**config.mk**
```make
export PLATFORM = sky130hd
export DESIGN_NAME = nbit_down_timer_flat
export DESIGN_NICKNAME = d
export VERILOG_FILES = /design/src/rtl/nbit_down_timer_if.sv /design/src/rtl/nbit_down_timer.sv /design/src/flat_wrapper.sv
export SDC_FILE = /design/constraint.sdc
export NUM_CORES = 1
export LEC_CHECK = 0
export BUFFER_PORTS_ARGS = -buffer_cell sky130_fd_sc_hd__buf_2
export CAP_MARGIN = 10
export CORE_MARGIN = 8
export CORE_UTILIZATION = 54
export CTS_CLUSTER_DIAMETER = 60
export DETAILED_ROUTE_END_ITERATION = 10
export GPL_ROUTABILITY_DRIVEN = 0
export PLACE_DENSITY_LB_ADDON = 0.25
export SLEW_MARGIN = 20
export SYNTH_ARGS = -nofsm -noshare
export SYNTH_HDL_FRONTEND = slang
export SYNTH_SLANG_ARGS = --single-unit
```
**constraint.sdc**
```tcl
create_clock -name CLK -period 2.45 [get_ports CLK]
set_clock_uncertainty 0.1 [all_clocks]
set_input_delay 0.245 -clock CLK [delete_from_list [all_inputs] [get_ports CLK]]
set_output_delay 0.245 -clock CLK [all_outputs]
set_load 0.01 [all_outputs]
```
**src/rtl/nbit_down_timer_if.sv**
```systemverilog
// Control/status bundle for nbit_down_timer: load, start/stop and count-enable in, count and flags out.
// The master drives the controls; the slave (the timer) returns DOUT, TC and BUSY.
interface nbit_down_timer_if #(
    parameter int SIZE = 8
);
    logic            CE;
    logic            LD;
    logic [SIZE-1:0] LDVAL;
    logic            START;
    logic            STOP;
    logic            AUTO;
    logic [SIZE-1:0] DOUT;
    logic            TC;
    logic            BUSY;

    modport master (
        output CE, LD, LDVAL, START, STOP, AUTO,
        input  DOUT, TC, BUSY
    );

    modport slave (
        input  CE, LD, LDVAL, START, STOP, AUTO,
        output DOUT, TC, BUSY
    );
endinterface

```
**src/rtl/nbit_down_timer.sv**
```systemverilog
// Loadable down-counter / interval timer with one-shot or auto-reload terminal count.
// Optional CE prescaler enabled by defining NBIT_DOWN_TIMER_PRESCALE_EN (adds parameter PRESCALE).
module nbit_down_timer #(
    parameter int SIZE = 8
`ifdef NBIT_DOWN_TIMER_PRESCALE_EN
    ,
    parameter int PRESCALE = 4
`endif
) (
    input logic           CLK,
    input logic           RST_N,
    nbit_down_timer_if.slave bus
);

    typedef enum logic [1:0] {
        ST_IDLE  = 2'd0,
        ST_RUN   = 2'd1,
        ST_PAUSE = 2'd2
    } state_e;

    localparam logic [SIZE-1:0] ONE = SIZE'(1);

    state_e          state_q, state_d;
    logic [SIZE-1:0] dout_q, dout_d;
    logic [SIZE-1:0] rld_q, rld_d;
    logic            tc_q, tc_d;
    logic            en_tick;

`ifdef NBIT_DOWN_TIMER_PRESCALE_EN
    localparam int              DIV_W    = $clog2(PRESCALE);
    localparam logic [DIV_W-1:0] DIV_LAST = DIV_W'(PRESCALE - 1);

    logic [DIV_W-1:0] div_q, div_d;

    // Only the last CE cycle of each PRESCALE-long group is a real decrement.
    assign en_tick = bus.CE && (div_q == DIV_LAST);
`else
    assign en_tick = bus.CE;
`endif

    // NOTE: every variable gets its default before any branch, so no path leaves it unassigned and no latch is inferred.
    always_comb begin
        state_d = state_q;
        dout_d  = dout_q;
        rld_d   = rld_q;
        tc_d    = 1'b0;
`ifdef NBIT_DOWN_TIMER_PRESCALE_EN
        div_d   = div_q;
`endif

        if (bus.LD) begin
            dout_d  = bus.LDVAL;
            rld_d   = bus.LDVAL;
            state_d = (bus.LDVAL != '0) ? ST_RUN : ST_IDLE;
`ifdef NBIT_DOWN_TIMER_PRESCALE_EN
            div_d   = '0;
`endif
        end else if (bus.STOP) begin
            if (state_q == ST_RUN) begin
                state_d = (dout_q == '0) ? ST_IDLE : ST_PAUSE;
            end
        end else if (bus.START) begin
`ifdef NBIT_DOWN_TIMER_PRESCALE_EN
            div_d = '0;
`endif
            case (state_q)
                ST_PAUSE: state_d = ST_RUN;
                ST_IDLE: begin
                    // Retrigger from the last loaded value; a zero reload means nothing to time.
                    if (rld_q != '0) begin
                        dout_d  = rld_q;
                        state_d = ST_RUN;
                    end
                end
                default: ;
            endcase
        end else if ((state_q == ST_RUN) && bus.CE) begin
`ifdef NBIT_DOWN_TIMER_PRESCALE_EN
            div_d = en_tick ? '0 : div_q + 1'b1;
`endif
            if (en_tick) begin
                if (dout_q > ONE) begin
                    dout_d = dout_q - ONE;
                end else if (dout_q == ONE) begin
                    tc_d = 1'b1;
                    if (bus.AUTO) begin
                        dout_d = rld_q;
                    end else begin
                        dout_d  = '0;
                        state_d = ST_IDLE;
                    end
                end else begin
                    // A zero count while running cannot arise from normal use; park safely.
                    state_d = ST_IDLE;
                end
            end
        end
    end

    // NOTE: sequential state uses non-blocking assignments so every flop samples pre-edge values.
    always_ff @(posedge CLK or negedge RST_N) begin
        if (!RST_N) begin
            state_q <= ST_IDLE;
            dout_q  <= '0;
            rld_q   <= '0;
            tc_q    <= 1'b0;
`ifdef NBIT_DOWN_TIMER_PRESCALE_EN
            div_q   <= '0;
`endif
        end else begin
            state_q <= state_d;
            dout_q  <= dout_d;
            rld_q   <= rld_d;
            tc_q    <= tc_d;
`ifdef NBIT_DOWN_TIMER_PRESCALE_EN
            div_q   <= div_d;
`endif
        end
    end

    assign bus.DOUT = dout_q;
    assign bus.TC   = tc_q;
    assign bus.BUSY = (state_q == ST_RUN);

endmodule
```
**src/flat_wrapper.sv**
```systemverilog
// flat-port wrapper written by rule: the top's interface ports become plain ports
module nbit_down_timer_flat 
#(
    parameter int SIZE = 8

)
  (CLK, RST_N, bus_CE, bus_LD, bus_LDVAL, bus_START, bus_STOP, bus_AUTO, bus_DOUT, bus_TC, bus_BUSY);
  nbit_down_timer_if #(.SIZE(SIZE)) bus_i ();
  input logic CLK;
  input logic RST_N;
  input wire logic [$bits(bus_i.CE)-1:0] bus_CE;
  input wire logic [$bits(bus_i.LD)-1:0] bus_LD;
  input wire logic [$bits(bus_i.LDVAL)-1:0] bus_LDVAL;
  input wire logic [$bits(bus_i.START)-1:0] bus_START;
  input wire logic [$bits(bus_i.STOP)-1:0] bus_STOP;
  input wire logic [$bits(bus_i.AUTO)-1:0] bus_AUTO;
  output wire logic [$bits(bus_i.DOUT)-1:0] bus_DOUT;
  output wire logic [$bits(bus_i.TC)-1:0] bus_TC;
  output wire logic [$bits(bus_i.BUSY)-1:0] bus_BUSY;
  assign bus_i.CE = bus_CE;
  assign bus_i.LD = bus_LD;
  assign bus_i.LDVAL = bus_LDVAL;
  assign bus_i.START = bus_START;
  assign bus_i.STOP = bus_STOP;
  assign bus_i.AUTO = bus_AUTO;
  assign bus_DOUT = bus_i.DOUT;
  assign bus_TC = bus_i.TC;
  assign bus_BUSY = bus_i.BUSY;
  nbit_down_timer #(.SIZE(SIZE)) u_core (.CLK(CLK), .RST_N(RST_N), .bus(bus_i));
endmodule
```
==> flow_summary.toml <==
[floorplan]
die_w_um = 64.16
die_h_um = 64.16
rows = 17
fp.dieArea_um2 = 4117
initial_core_util_pct = 56.62
core_um2 = 2212
io_pins = 25

[synthesis]
netlist_area_um2 = 1252
synth_cell_types = 44
synth-seq-cells = 19
synth_top_area_share_pct = 37.96
synth_edf_count = 0
synthFlopType = "dfrtp_1"
synth_nets = 147
seq_area_frac_synth_pct = 37.96
avgSynthCellArea_um2 = 9.709
ys_warn_count = 0
syn_inst = 129
async_reset_ff_share_pct = 100.0
ys_top_cells_by_area = "dfrtp_1 (38%), mux2_2 (4.5%), mux2_1 (3.6%), nor2_1 (3.3%), mux2i_1 (3.2%)"
synth_top_area_cell = "dfrtp_1"

[finish]
drive_gt1_share_pct = 28.21
final_core_util_pct = 65.16
antenna_cells = 0
layout.cells.non_filler = 184
area_growth_pct = 15.08
layout.nets = 175

[setup_path]
crit_type = "register to register"
crit_path_end_kind = "register"
ff2ff_path_depth = 8
cp.arrival_ps = 2410
required_ps = 2550
worstSetupPathDepth = 8
start_kind = "register"
path_cells = "inv_1 > ha_1 > or2_1 > and3_1 > buf_4 > a31oi_1 > a21oi_1 > mux2_2"
critPathBufInv = 2
cp_slowest_stage_delay_ps = 460
crit_family = "simple AND/OR/NAND/NOR gates"
cpMaxStageDelayCell = "dfrtp_1"
crit_fanout = 10

[timing]
max-slew-margin-rel_pct = 65.58
period_share_pct = 94.48
setup_ws_ps = 135.3
min_period_ps = 2315
slew_violations = 0
tightest_slew_ps = 514.9
rsz0062_at_grt = "no"
max_freq_mhz = 432.0
setup_viol = 0
finalHoldViolations = 0
tns_ps = 0

[hold_path]
hp-class = "input port to register"
hold_depth = 2

[clock_tree]
clockBufferDepth = 2
clock_latency_ps = 300
cts_tree = "built"
clk_pin_slew_ps = 110
cts_root_buf = "clkbuf_4"
cts_setup_buffers = 0
htreeDepth = 1
clock_sinks = 19
cts_buffers = 3

[global_routing]
grtUsageMet2_pct = 28.11
grtUsageMet1_pct = 17.88
grt_max_degree = 20
overflow = 0
grt_first_pass_wirelength_mm = 5.478
use_met3_pct = 6.272
grt.busiest_layer = "met2"
grtUsageTotal_pct = 16.34
grt_pass1_vias = 1197
grt_antenna_before_repair = 0

[placed_design]
dpl.cell_count = 179
portBuffers = 24
dp.final_hpwl_mm = 2.514
pre_cts_ws_ps = 168.3

[drt]
vias_per_cell = 6.152
drc = 0
first_pass_iters = 4
wl_per_cell_um = 17.45
drt_iter0_markers = 55
vias = 1132
routed_wl_mm = 3.211
drtAntennaViolNets = 0

[run_status]
status = "finished clean"

[power_and_ir_drop]
peakVddDrop_uv = 406.0
power_density_nw_per_um2 = 648.6
leakagePower_nw = 0.6260
p_total_w = 0.0009349

[job]
maxCapViolations = 0
[logic make-up (layout without fill, tap and decap cells)]
| kind of cell | Yosys count | after routing | synth area share [%] |
|---|---|---|---|
| and+or+nand+nor | 47 | 47 | 21.58 |
| AOI/OAI and AO/OA | 32 | 32 | 19.08 |
| DFF | 19 | 19 | 37.96 |
| muxes | 13 | 13 | 11.29 |
| buffers and inverters | 12 | 39 | 4.995 |
| adders and majority gates | 3 | 3 | 2.997 |
| xor gates and xnor gates | 3 | 3 | 2.098 |
[final timing paths]
| check | from | endpoint | slack, ps |
|---|---|---|---|
| min reg2reg | u_core.state_q[0] | u_core.state_q[0] | 470 |
| max | u_core.bus.DOUT[0] | u_core.bus.DOUT[2] | 140 |
| max in group asynchronous | RST_N | u_core.rld_q[1] | 1650 |
| min in group asynchronous | RST_N | u_core.bus.DOUT[7] | 300 |
| max reg2reg | u_core.bus.DOUT[0] | u_core.bus.DOUT[2] | 140 |
| min | bus_LDVAL[6] | u_core.rld_q[6] | 90 |
[what timing repair did]
item,CTS,global route
hold buffers,1,0
endpoints found under the hold margin,19,0
gates resized for setup,0,1
setup endpoints to repair,0,1
[synthesized netlist by cell type, drive strengths merged (4+ instances only)]
cell type,count
inv,6
nor3,4
nor2,11
mux2i,4
buf,4
nor2b,4
dfrtp,19
o21ai,8
nand2,9
mux2,9
[worst reg2reg max path, cell delays in order (launching register included)]
cell     delay, ps
dfrtp_1        460
inv_1          110
ha_1           280
or2_1          310
and3_1         220
buf_4          170
a31oi_1        220
a21oi_1        100
mux2_2         260
[per-stage QoR]
step / instance area (um^2) / hold WS, ps
after global routing: 1441 / 98.36
final: 1441 / 93.77
after floorplan: 1252 / -150.6
after global placement: 1398 / 111.1
after detailed placement: 1398 / 103.9
after CTS: 1435 / 95.20
[routing by layer]
metal  wire (um)  share of wire [%]  vias up
met5           0                  0        -
met4          41                1.3        0
met3         268                8.3        8
met2        1633                 51       43
met1        1267                 39      540
li1            -                  -      541
[where the power goes]
part,total (W),internal (W),switching (W),leakage (nW)
Sequential,0.000436,0.000360,0.0000760,0.228
Clock,0.000162,0.0000609,0.000101,0.0177
Combinational,0.000337,0.000153,0.000184,0.380
[cells in the final DEF, fill, tap and decap left out, types with 2 or more instances in the layout]
cell      synthesis  layout
buf_2             2      24
dfrtp_1          19      19
nor2_1           11      11
nand2_1           9       9
inv_1             6       6
o21ai_0           6       6
mux2_2            5       5
nor2b_1           4       4
mux2_1            4       4
mux2i_1           4       4
buf_4             0       4
or4_1             3       3
nor3_1            3       3
a221oi_1          3       3
a21o_1            3       3
a311oi_1          3       3
xnor2_1           3       3
o31ai_1           3       3
a31oi_1           3       3
ha_1              3       3
clkbuf_4          0       3
or2_1             2       2
nand2b_1          2       2
nand4_1           2       2
a21oi_1           2       2
[flip-flops by register name, summed over array words and instances, names as in the netlist]
signal	count
u_core.state_q	2
u_core.bus.DOUT	8
u_core.bus.TC	1
u_core.rld_q	8
[cell type report]
class / count / area, um^2
inverters: 6 / 22.52
flip-flops and latches: 19 / 475.5
well taps: 28 / 35.03
clock inverters: 1 / 5.005
fillers: 199 / 770.7
clock buffers: 3 / 22.52
multi-input cells: 98 / 720.7
repair buffers: 29 / 160.2
No activity file was read; power rests on OpenSTA's default activity.
